**src/rtl/glyph_row_sched.sv**
```systemverilog
`timescale 1ns / 1ps
// -----------------------------------------------------------------------------
// glyph_row_sched
//
// Shares one glyph ROM port among the 12 character slots of the RGB value
// overlay. Slot order: "R", R hundreds, R tens, R units, then the same four
// slots for G and for B. On each line_start the BCD digits and the glyph row
// are snapshotted, the front/back buffers are swapped, and the 12 glyph rows
// for the next line are fetched into the new back buffer. The pixel path
// reads the front buffer combinationally through rd_sel/rd_glyph.
//
// Optional feature (macro GLYPH_LEADING_ZERO_BLANK_EN):
//   leading-zero hundreds/tens slots are written as 16'h0000 in one cycle
//   with no ROM access. The units slot is never blanked.
//
// Parameters
//   ACK_TIMEOUT  cycles a slot may wait for rom_ack before it is zero-filled
//
// Ports
//   clk, rst_n           clock, asynchronous active-low reset
//   line_start           1-cycle pulse at hblank start
//   row_addr             glyph row for the next line
//   R_*/G_*/B_* h,d,u    BCD digits of the three channel values
//   rom_req/code/row     request to the shared glyph ROM
//   rom_ack/rom_data     ROM response (data valid when rom_ack)
//   rd_sel/rd_glyph      front-buffer read port (0 for rd_sel > 11)
//   busy                 fetch in progress
//   done                 1-cycle pulse after the last slot is written
//   overrun              sticky: line_start arrived mid-fetch
//   timeout_err          sticky: a slot was zero-filled on timeout
// -----------------------------------------------------------------------------
module glyph_row_sched #(
  parameter int ACK_TIMEOUT = 15
) (
  input  logic        clk,
  input  logic        rst_n,
  input  logic        line_start,
  input  logic [3:0]  row_addr,
  input  logic [3:0]  R_h,
  input  logic [3:0]  R_d,
  input  logic [3:0]  R_u,
  input  logic [3:0]  G_h,
  input  logic [3:0]  G_d,
  input  logic [3:0]  G_u,
  input  logic [3:0]  B_h,
  input  logic [3:0]  B_d,
  input  logic [3:0]  B_u,
  output logic        rom_req,
  output logic [3:0]  rom_code,
  output logic [3:0]  rom_row,
  input  logic        rom_ack,
  input  logic [15:0] rom_data,
  input  logic [3:0]  rd_sel,
  output logic [15:0] rd_glyph,
  output logic        busy,
  output logic        done,
  output logic        overrun,
  output logic        timeout_err
);

  localparam int SLOTS  = 12;
  localparam int WAIT_W = (ACK_TIMEOUT > 1) ? $clog2(ACK_TIMEOUT) : 1;
  localparam logic [WAIT_W-1:0] WAIT_LAST = WAIT_W'(ACK_TIMEOUT - 1);
  localparam logic [3:0] LAST_SLOT = 4'(SLOTS - 1);

  typedef enum logic {
    ST_IDLE,
    ST_FETCH
  } state_e;

  typedef struct packed {
    logic [3:0] h;
    logic [3:0] d;
    logic [3:0] u;
  } bcd_t;

  state_e             state_q, state_d;
  logic [3:0]         idx_q, idx_d;
  logic [WAIT_W-1:0]  wait_q, wait_d;
  bcd_t               dig_q [3];
  bcd_t               dig_d [3];
  logic [3:0]         row_q, row_d;
  logic               front_sel_q, front_sel_d;
  logic [15:0]        buf_q [2][SLOTS];
  logic [15:0]        buf_d [2][SLOTS];
  logic               done_q, done_d;
  logic               overrun_q, overrun_d;
  logic               timeout_q, timeout_d;

  // Slot decode: idx[3:2] picks the channel, idx[1:0] the position in it.
  logic [1:0]  grp;
  logic [1:0]  pos;
  bcd_t        cur_dig;
  logic [3:0]  slot_code;
  logic        slot_blank;
  logic        fetching;
  logic        advance;
  logic [15:0] wr_data;

  assign grp      = idx_q[3:2];
  assign pos      = idx_q[1:0];
  assign fetching = (state_q == ST_FETCH);

  // NOTE: every signal written in an always_comb gets a default first, so no
  // path through the block leaves it unassigned and no latch is inferred.
  always_comb begin
    cur_dig = dig_q[2];
    case (grp)
      2'd0:    cur_dig = dig_q[0];
      2'd1:    cur_dig = dig_q[1];
      default: cur_dig = dig_q[2];
    endcase
  end

  always_comb begin
    slot_code = cur_dig.u;
    case (pos)
      2'd0:    slot_code = 4'd10 + {2'b00, grp};  // 'R','G','B' label glyphs
      2'd1:    slot_code = cur_dig.h;
      2'd2:    slot_code = cur_dig.d;
      default: slot_code = cur_dig.u;
    endcase
  end

`ifdef GLYPH_LEADING_ZERO_BLANK_EN
  assign slot_blank = ((pos == 2'd1) && (cur_dig.h == 4'd0)) ||
                      ((pos == 2'd2) && (cur_dig.h == 4'd0) && (cur_dig.d == 4'd0));
`else
  assign slot_blank = 1'b0;
`endif

  assign rom_req     = fetching && !slot_blank;
  assign rom_code    = rom_req ? slot_code : 4'd0;
  assign rom_row     = rom_req ? row_q : 4'd0;
  assign busy        = fetching;
  assign done        = done_q;
  assign overrun     = overrun_q;
  assign timeout_err = timeout_q;

  always_comb begin
    rd_glyph = 16'h0000;
    if (rd_sel < 4'(SLOTS)) rd_glyph = buf_q[front_sel_q][rd_sel];
  end

  always_comb begin
    state_d     = state_q;
    idx_d       = idx_q;
    wait_d      = wait_q;
    dig_d       = dig_q;
    row_d       = row_q;
    front_sel_d = front_sel_q;
    buf_d       = buf_q;
    done_d      = 1'b0;
    overrun_d   = overrun_q;
    timeout_d   = timeout_q;
    advance     = 1'b0;
    wr_data     = 16'h0000;

    if (state_q == ST_FETCH) begin
      if (slot_blank) begin
        advance = 1'b1;
      end else if (rom_ack) begin
        advance = 1'b1;
        wr_data = rom_data;
      end else if (wait_q == WAIT_LAST) begin
        advance   = 1'b1;
        timeout_d = 1'b1;
      end else begin
        wait_d = wait_q + 1'b1;
      end

      if (advance) begin
        buf_d[~front_sel_q][idx_q] = wr_data;
        wait_d = '0;
        if (idx_q == LAST_SLOT) begin
          state_d = ST_IDLE;
          idx_d   = 4'd0;
          done_d  = 1'b1;
        end else begin
          idx_d = idx_q + 4'd1;
        end
      end
    end

    // The capture above lands before the swap, so a line_start that coincides
    // with the final slot swaps in a complete buffer and is not an overrun.
    if (line_start) begin
      if (state_d == ST_FETCH) overrun_d = 1'b1;
      front_sel_d = ~front_sel_q;
      dig_d[0]    = {R_h, R_d, R_u};
      dig_d[1]    = {G_h, G_d, G_u};
      dig_d[2]    = {B_h, B_d, B_u};
      row_d       = row_addr;
      idx_d       = 4'd0;
      wait_d      = '0;
      state_d     = ST_FETCH;
    end
  end

  // NOTE: sequential state uses non-blocking assignments so every flop samples
  // the pre-edge value of every other flop, independent of statement order.
  // NOTE: the glyph buffers are reset too, because the front buffer must read
  // as zero after reset (including a reset in the middle of a fetch).
  always_ff @(posedge clk or negedge rst_n) begin
    if (!rst_n) begin
      state_q     <= ST_IDLE;
      idx_q       <= 4'd0;
      wait_q      <= '0;
      row_q       <= 4'd0;
      front_sel_q <= 1'b0;
      done_q      <= 1'b0;
      overrun_q   <= 1'b0;
      timeout_q   <= 1'b0;
      for (int g = 0; g < 3; g++) dig_q[g] <= '0;
      for (int b = 0; b < 2; b++) begin
        for (int s = 0; s < SLOTS; s++) buf_q[b][s] <= 16'h0000;
      end
    end else begin
      state_q     <= state_d;
      idx_q       <= idx_d;
      wait_q      <= wait_d;
      row_q       <= row_d;
      front_sel_q <= front_sel_d;
      done_q      <= done_d;
      overrun_q   <= overrun_d;
      timeout_q   <= timeout_d;
      dig_q       <= dig_d;
      buf_q       <= buf_d;
    end
  end

endmodule
```
**config.mk**
```make
export PLATFORM = sky130hd
export DESIGN_NAME = glyph_row_sched
export DESIGN_NICKNAME = d
export VERILOG_FILES = /design/src/rtl/glyph_row_sched.sv
export SDC_FILE = /design/constraint.sdc
export NUM_CORES = 1
export LEC_CHECK = 0
export ABC_AREA = 1
export BUFFER_PORTS_ARGS = -buffer_cell sky130_fd_sc_hd__buf_2
export CAP_MARGIN = 20
export CORE_ASPECT_RATIO = 0.9
export CORE_MARGIN = 8
export CORE_UTILIZATION = 25
export CTS_CLUSTER_DIAMETER = 150
export DETAILED_ROUTE_END_ITERATION = 10
export HOLD_SLACK_MARGIN = 0.1
export PLACE_DENSITY_LB_ADDON = 0.25
export SLEW_MARGIN = 5
export SYNTH_ARGS = -nofsm -noshare
export SYNTH_HDL_FRONTEND = slang
export SYNTH_SLANG_ARGS = --single-unit
```
**constraint.sdc**
```tcl
create_clock -name clk -period 2.2 [get_ports clk]
set_clock_uncertainty 0.15 [all_clocks]
set_input_delay 0.44 -clock clk [delete_from_list [all_inputs] [get_ports clk]]
set_output_delay 0.44 -clock clk [all_outputs]
set_load 0.01 [all_outputs]
```
# Word-level counts from Yosys, hierarchy flattened
# Index checks and enable logic that the tools add are counted.
classes:
  addsub: 3
  n_lt_le_gt_ge: 7
  bitwise: 6
  eq_ne: 7
  muxes: 37
  reduce_logical: 11
op_table:
  columns: ["op", "count"]
  rows:
  - ["$mux 192", 4]
  - ["$bwmux 384", 1]
  - ["$demux 192 s1", 1]
  - ["$mux 16", 6]
  - ["$bmux 16 s4", 1]
  - ["$demux 16 s4", 1]
  - ["$mux 4", 11]
  - ["$pmux 12 s2", 1]
  - ["$pmux 4 s3", 1]
  - ["$ge 5x5->1 const B", 2]
  - ["$mux 1", 10]
  - ["$not 4->5", 2]
  - ["$add 4x1->4 const B", 2]
  - ["$eq 4x4->1 const B", 2]
  - ["$ne 3x2->1 const B", 2]
  - ["$reduce_and 2->1", 3]
  - ["$reduce_and 3->1", 2]
  - ["$lt 5x1->1 const B", 1]
  - ["$add 4x2->4 const A", 1]
  - ["$eq 2x1->1 const B", 2]
  - ["$ge 2x2->1 const B", 2]
  - ["$logic_not 2->1", 2]
  - ["$lt 4x4->1 const B", 1]
  - ["$not 1->2", 2]
  - ["5 further kinds", 8]
word_totals:
  ff_bits: 437
  wordCells: 112
  out_inout_bits: 29
  inputBits: 64

# Logic depth before layout (Yosys ltp)
# Gate-level depths: netlist (run 1).
logic_depth:
  word_depth: 8
  mapped_depth: 12
  ltp_nobuf: 9

# Worst setup path before layout (run 1)
# OpenSTA, ideal clock, no wires.
synth_timing:
  path_type: "input to output"
  from: "in rd_sel[3]"
  to: "out rd_glyph[0]"
  stages: 5
  setup_slack_ns: 0.201
  n_path_buf: 2
  t_required_ns: 1.610
  t_arrival_ns: 1.409
  cell_sequence: "clkbuf_1 > nor2_1 > clkbuf_1 > nand3_1 > nand2_1"
synth_via:
  elab_chain_cells: 5
  elab_cells_between_ends: 6
  cone_classes: "1 x order compare; 4 x mux; 1 x bitwise"
synth_lines:
  columns: ["element", "line_no", "text"]
  rows:
  - ["from (decl)", "53", "input logic [3:0] rd_sel,"]
  - ["$not 4->5 (not written as such)", "142", "if (rd_sel < 4'(SLOTS)) rd_glyph = buf_q[front_sel_q][rd_sel];"]
  - ["$bmux 16 s4", "142", null]
  - ["$mux 16 (not written as such) (2 in series)", "142", null]
  - ["$mux 16 *", "142", null]
  - ["to (decl)", "54", "output logic [15:0] rd_glyph,"]
# Mark *: on every way between the ends. The rest lies on a longest branch, timed or not. The select of a mux whose other input is x is not followed.

# Worst setup path after layout (run 1)
layout_timing:
  from: "reg front_sel_q"
  to: "out rd_glyph[6]"
layout_via:
  elab_chain_cells: 8
layout_lines:
  columns: ["element", "line_no", "text"]
  rows:
  - ["from (decl)", "83", "logic front_sel_q, front_sel_d;"]
  - ["from (signal assigned)", "223", "front_sel_q <= front_sel_d;"]
  - ["$not 1->2 (not written as such)", "142", null]
  - ["$mux 192 (not written as such) (3 in series)", "142", null]
  - ["$bmux 16 s4", "142", null]
  - ["$mux 16 (not written as such) (2 in series)", "142", null]
  - ["$mux 16", "142", null]
# Every way passes these cells. The select of a mux whose other input is x is not followed.

==> results of run 1 <==
## worst max-delay path, delay by kind of cell (launching register included)
family	cells	cell delay, ns
buffers and inverters	5	0.66
flip-flops	1	0.53
AND/OR/NAND/NOR	4	0.43
AO/OA/AOI/OAI	2	0.16
## layer usage
metal	vias to the layer above	track usage [%]	routed length, microns
met1	8403	20.59	33080
met5	-	0	0
met3	80	2.346	3188
met4	0	4.359	1795
met2	366	23.33	31960
li1	8590	-	-
## final timing paths
path / to / slack (ns)
max: rd_glyph[6] / -0.79
min: busy / 0.17
max reg2reg: buf_q[74] / 0.12
min reg2reg: dig_q[5] / 0.32
max in group asynchronous: buf_q[350] / 0.94
min in group asynchronous: buf_q[101] / 0.19
## power breakdown
group	switching [uW]	total (uW)	internal, uW
Clock	3470	8410	4940
Sequential	577	9650	9070
Combinational	4530	8230	3710
## layout make-up
cell class	instances	area share [%]
Clock buffer	73	5.201
Multi-Input combinational cell	1847	34.60
Clock inverter	16	0.6843
Sequential cell	437	39.90
Timing Repair Buffer	314	13.84
Tap cell	1133	5.169
Inverter	33	0.5748
Timing Repair inverter	1	0.03194
## state kept, by name, summed over array words and instances, names as in the netlist
name / flops
overrun: 1
row_q: 4
wait_q: 4
timeout_err: 1
done: 1
front_sel_q: 1
buf_q: 384
idx_q: 4
dig_q: 36
busy: 1
## what timing repair did
| action | CTS | global route |
|---|---|---|
| hold buffers | 42 | 0 |
| resized for setup | 156 | 141 |
| pin swaps | 47 | 78 |
| gates cloned | 12 | 3 |
| endpoints found under the setup margin | 20 | 67 |
| hold endpoints to repair | 349 | 0 |
| setup buffers | 18 | 17 |
## through the flow
step	instance area (sq um)	hold slack (ns)	TNS, ns
after global placement	23600	0.2213	-4.767
after detailed placement	23600	0.2197	-4.558
after CTS	26740	0.1281	-13.67
final	27430	0.1684	-13.01
after floorplan	21060	-0.005591	0
after global routing	27430	0.1784	-14.89
## cell families (layout without fill, tap and decap cells)
family                   count (synthesis)  after routing  share of synthesized area, %
buffers and inverters                  243            437                         6.703
adder cells (fa/ha/maj)                  7              7                        0.4159
AO/OA/AOI/OAI                          512            512                         14.21
XOR/XNOR                                 4              4                        0.1664
AND/OR/NAND/NOR                       1324           1324                         26.57
flip-flops                             437            437                         51.93
## synth_stat cells (all sizes together)
library cell | instances | area share [%]
clkbuf | 76 | 1.4
o21bai | 2 | 0.071
dfrtp | 437 | 52
nand3 | 197 | 4.8
ha | 7 | 0.42
o211ai | 37 | 1.3
o22ai | 1 | 0.030
a21oi | 10 | 0.24
clkinv | 1 | 0.018
o21ai | 462 | 13
nand2 | 999 | 18
buf | 134 | 4.7
inv | 32 | 0.57
nand4 | 16 | 1.6
xor2 | 4 | 0.17
nor2 | 112 | 2.1
==> flow_summary.toml, run 1 <==
[critical_path]
crit_path_start_kind = "flop"
cp_data_required_time_ns = 1.61
cp_cell_sequence = "inv_6 -> buf_16 -> buf_16 -> buf_12 -> nor2_4 -> nor2_2 -> o21ai_1 -> o211ai_1 -> nand3_1 -> nand2_1 -> buf_2"
crit_slowest_cell = "dfrtp_4"
worstSetupPathType = "flop to output pin"
critical_path.startpoint = "front_sel_q"
cp_common_cell = "buf_16"
slowest_delay_ns = 0.53
arrival_ns = 2.40
r2r-start = "wait_q[0]"
reg2reg_depth = 10
cp-end-kind = "output pin"
cp_max_fo = 8

[floorplan]
ios = 93
start_util_pct = 25.09
num_rows = 101
fp.dieW_microns = 321.9
design.core.area_sq_um = 83910
fp.dieArea_sq_um = 93780
dieHeight_microns = 291.3

[synth]
netlist_area_sq_um = 21060
ys_seq_area_share_pct = 51.93
synth_nets = 2598
ys_ff_latch = 437
syn_inst = 2527
avgSynthCellArea_sq_um = 8.333
ys_types = 32
yosysWarnings = 0

[detailed_routing]
drtIter0Drc = 1125
viasPerCell = 4.525
post_drt_wl_per_cell_microns = 18.17
dr.pass1.iters = 6
ant_nets = 0
drcViolationCount = 0
routed_wl_mm = 70.02
vias = 17440

[final_layout]
mostFrequentLayoutCell = "nand2_1"
fin_cells = 3854
fillers = 8856
final_core_util_pct = 32.68
seq_area_sq_um = 10940
multi_input_comb_area_sq_um = 9488
drive_gt1_share_pct = 24.22
synthToLayoutAreaGrowth_pct = 30.25
final_cell_mix = "nand2_1, dfrtp_1, o21ai_1"
diodes = 0
num-nets-final = 2754

[timing]
post-route-period-util_pct = 135.9
rsz0062_at_grt = "true"
setup_violations = 20
drv_slew = 0
worst_slew_pin_slew_ns = 0.4985
max_freq_mhz = 334.6
min_period_ns = 2.989
layout_setup_ws_ns = -0.7891
slew_headroom_pct = 66.77
hold_viol = 0

[worst_hold_path]
hold_path.class = "input pin to flop"
whs_path_depth = 4
min_from = "line_start"

[grt]
grt_first_pass_wirelength_mm = 109.0
grt_max_degree = 75
gr-total-overflow = 0
grt_use_total_pct = 14.74
antenna_found_initial = 0
grt_pass1_vias = 17400

[pwr]
powerDensity_nw_per_um2 = 958.3
p_total_uw = 26280
peakVddDrop_mv = 0.4957
p_leak_uw = 0.01231

[clock_tree]
cts_buffers = 49
clock-sinks = 437
cts_root_buf = "clkbuf_16"
htree_levels = 2
clk_latency_ns = 0.60
cts.clk_slew.worst_paths_ns = 0.06
cts_tree = "yes"
clockBufferDepth = 3

[placed_design]
place_inst = 3678
place_congestion = 0.7893
port_buffers = 92
pre_cts_ws_ns = -0.3636
post-dp-hpwl_mm = 43.04

[flow_run]
cap_violations = 0

[status]
violations = "setup timing"
status = "finished with violations"
Note: power is estimated with default switching activity, not from simulation.
==> run 2, diff against run 1 <==
--- a/config.mk
+++ b/config.mk
@@ -10,7 +10,7 @@
 export CAP_MARGIN = 20
 export CORE_ASPECT_RATIO = 0.9
 export CORE_MARGIN = 8
-export CORE_UTILIZATION = 25
+export CORE_UTILIZATION = 40
 export CTS_CLUSTER_DIAMETER = 150
 export DETAILED_ROUTE_END_ITERATION = 10
 export HOLD_SLACK_MARGIN = 0.1
==> run 2 against run 1 <==
The flow still finishes with violations (setup timing). Sequential power barely moved. Final cell count fell by 12%. Core utilization increased by 18 points. Combinational power decreased by 4.9%. Non-clock buffer count is 16 lower. Sequential cell count stayed put. Clock power decreased by 8.2%. Worst setup slack better by 0.026 ns. Routed wire length fell by 6.6%. Count of clock-buffer cells in the layout decreased by 2. Maximum frequency increased by 0.89%. Sequential share of layout area rose by 2.1 points. Critical path type unchanged. Critical endpoint is now rd_glyph[14]. Largest cell class unchanged. Largest power group unchanged.
==> flow_summary.toml, run 2 (synthesized netlist as in run 1, its figures left out) <==
[timing]
rsz0062_at_grt = "true"
post-route-period-util_pct = 134.7
fin_hold_ws_ns = 0.1704
hold_viol = 0
max_freq_mhz = 337.5
drv_slew = 0
min_period_ns = 2.963
slew_headroom_pct = 67.74
layout_setup_ws_ns = -0.7626
setup_violations = 20
worst_slew_pin_slew_ns = 0.4839
tns_ns = -12.21

[grt]
grt_first_pass_wirelength_mm = 104.0
globalRouteMet1Util_pct = 28.61
grt_pass1_vias = 18080
grt.busiest_layer = "met2"
use_met3_pct = 3.398
use_met2_pct = 35.44
grt_use_total_pct = 21.56
gr-total-overflow = 0
antenna_found_initial = 0
grt_max_degree = 81

[critical_path]
arrival_ns = 2.37
worstSetupPathType = "flop to output pin"
cp_data_required_time_ns = 1.61
crit_path_start_kind = "flop"
cp_max_fo = 8
cp-end-kind = "output pin"

[floorplan]
fp.dieArea_sq_um = 60250
design.core.area_sq_um = 51890
fp.dieW_microns = 257.8
start_util_pct = 40.58
dieHeight_microns = 233.7
num_rows = 79
ios = 93

[final_layout]
synthToLayoutAreaGrowth_pct = 23.72
num-nets-final = 2736
seq_area_sq_um = 10940
fin_cells = 3387
largest_reg_flops = 384
final_cell_mix = "nand2_1, dfrtp_1, o21ai_1"
multi_input_comb_area_sq_um = 9166
regMostFlops = "buf_q"
mostFrequentLayoutCell = "nand2_1"
top_regs = "buf_q: 384 flops, dig_q: 36 flops"
diodes = 0
drive_gt1_share_pct = 21.38
fillers = 4882

[detailed_routing]
viasPerCell = 5.276
vias = 17870
dr.pass1.iters = 6
routed_wl_mm = 65.44
post_drt_wl_per_cell_microns = 19.32
drcViolationCount = 0
drtIter0Drc = 1546
ant_nets = 0

[placed_design]
port_buffers = 92
pre_cts_ws_ns = -0.2312
place_inst = 3228
place_congestion = 0.8267
post-dp-hpwl_mm = 39.93

[pwr]
sw_frac_of_total_pct = 32.86
internal_power_uw = 16920
p_total_uw = 25200
p_leak_uw = 0.01204
clkPwrFrac_pct = 30.6
net-switching-power_uw = 8279
p_seq_share_pct = 38.3
power_frac_comb_pct = 31.1
powerDensity_nw_per_um2 = 967.2
peakVddDrop_mv = 0.5802

[worst_hold_path]
hold_path.class = "input pin to asynchronous set/reset pin"

[clock_tree]
cts_root_buf = "clkbuf_16"
htree_levels = 2
cts_buffers = 47
clockBufferDepth = 3
clock-sinks = 437
cts_tree = "yes"
clk_latency_ns = 0.58
cts.clk_slew.worst_paths_ns = 0.06

[status]
violations = "setup timing"
status = "finished with violations"

[flow_run]
cap_violations = 0
==> run 2: cell types whose count changed in the layout (fill, tap and decap cells not counted), sizes merged <==
| cell | before | now |
|---|---|---|
| clkbuf | 76 | 80 |
| inv | 34 | 32 |
| buf | 268 | 246 |
| bufinv | 4 | 2 |
==> run 2: critical path, stage by stage, from the launching register on <==
cell and delay (ns):
dfrtp_4 0.50, buf_12 0.17, clkinv_16 0.08, buf_16 0.15, buf_4 0.17, nor2_1 0.05, o211ai_1 0.24, nand3_1 0.18
nand2_2 0.13, buf_6 0.11
==> run 2: power groups by stage <==
stage | registers (uW) | logic (uW) | clock network [uW]
after floorplan | 9590 | 3700 | 0
after global placement | 9740 | 5750 | 0
after detailed placement | 9770 | 5840 | 0
after CTS | 9630 | 7260 | 7860
after global routing | 9780 | 8470 | 8180
final | 9650 | 7830 | 7720
==> run 2: worst paths after layout <==
check	from	endpoint	slack, ns	cells after the start
max	front_sel_q	rd_glyph[14]	-0.76	9
min	rst_n	row_q[2]	0.17	2
max reg2reg	front_sel_q	buf_q[219]	0.10	10
min reg2reg	buf_q[258]	buf_q[258]	0.33	2
max in group asynchronous	rst_n	buf_q[351]	0.92	4
min in group clk	line_start	wait_q[1]	0.17	6
==> run 2: final cells by class <==
cell class,count,share of cell area (%)
clock inverter,12,0.4371
timing repair inverter,1,0.06244
inverter,33,0.6052
tap,688,3.305
sequential,437,42.00
multi-input combinational,1847,35.19
clock buffer,71,5.168
timing repair buffer,298,13.23
==> run 2: metrics by stage <==
| stage | cell area [sq um] | utilization, % |
|---|---|---|
| 6_report | 26050 | 50.20 |
| 3_3_place_gp | 22820 | 43.98 |
| 2_1_floorplan | 21060 | - |
| 5_1_grt | 26050 | 50.20 |
| 3_5_place_dp | 22820 | 43.98 |
| 4_1_cts | 25500 | 49.15 |
==> run 2: repair_timing <==
item                       4_1_cts  5_1_grt
gates resized for setup        102      107
hold endpoints to repair       402        0
pin swaps                       33       50
setup buffers                   15        1
cloned                          11        8
hold buffers                    42        0
setup endpoints to repair       20      105
==> run 2: metal layers <==
metal	up-vias	part of all wire, %
met2	537	47
met4	0	3.3
met1	8680	44
met5	-	0
met3	117	5.7
li1	8537	-
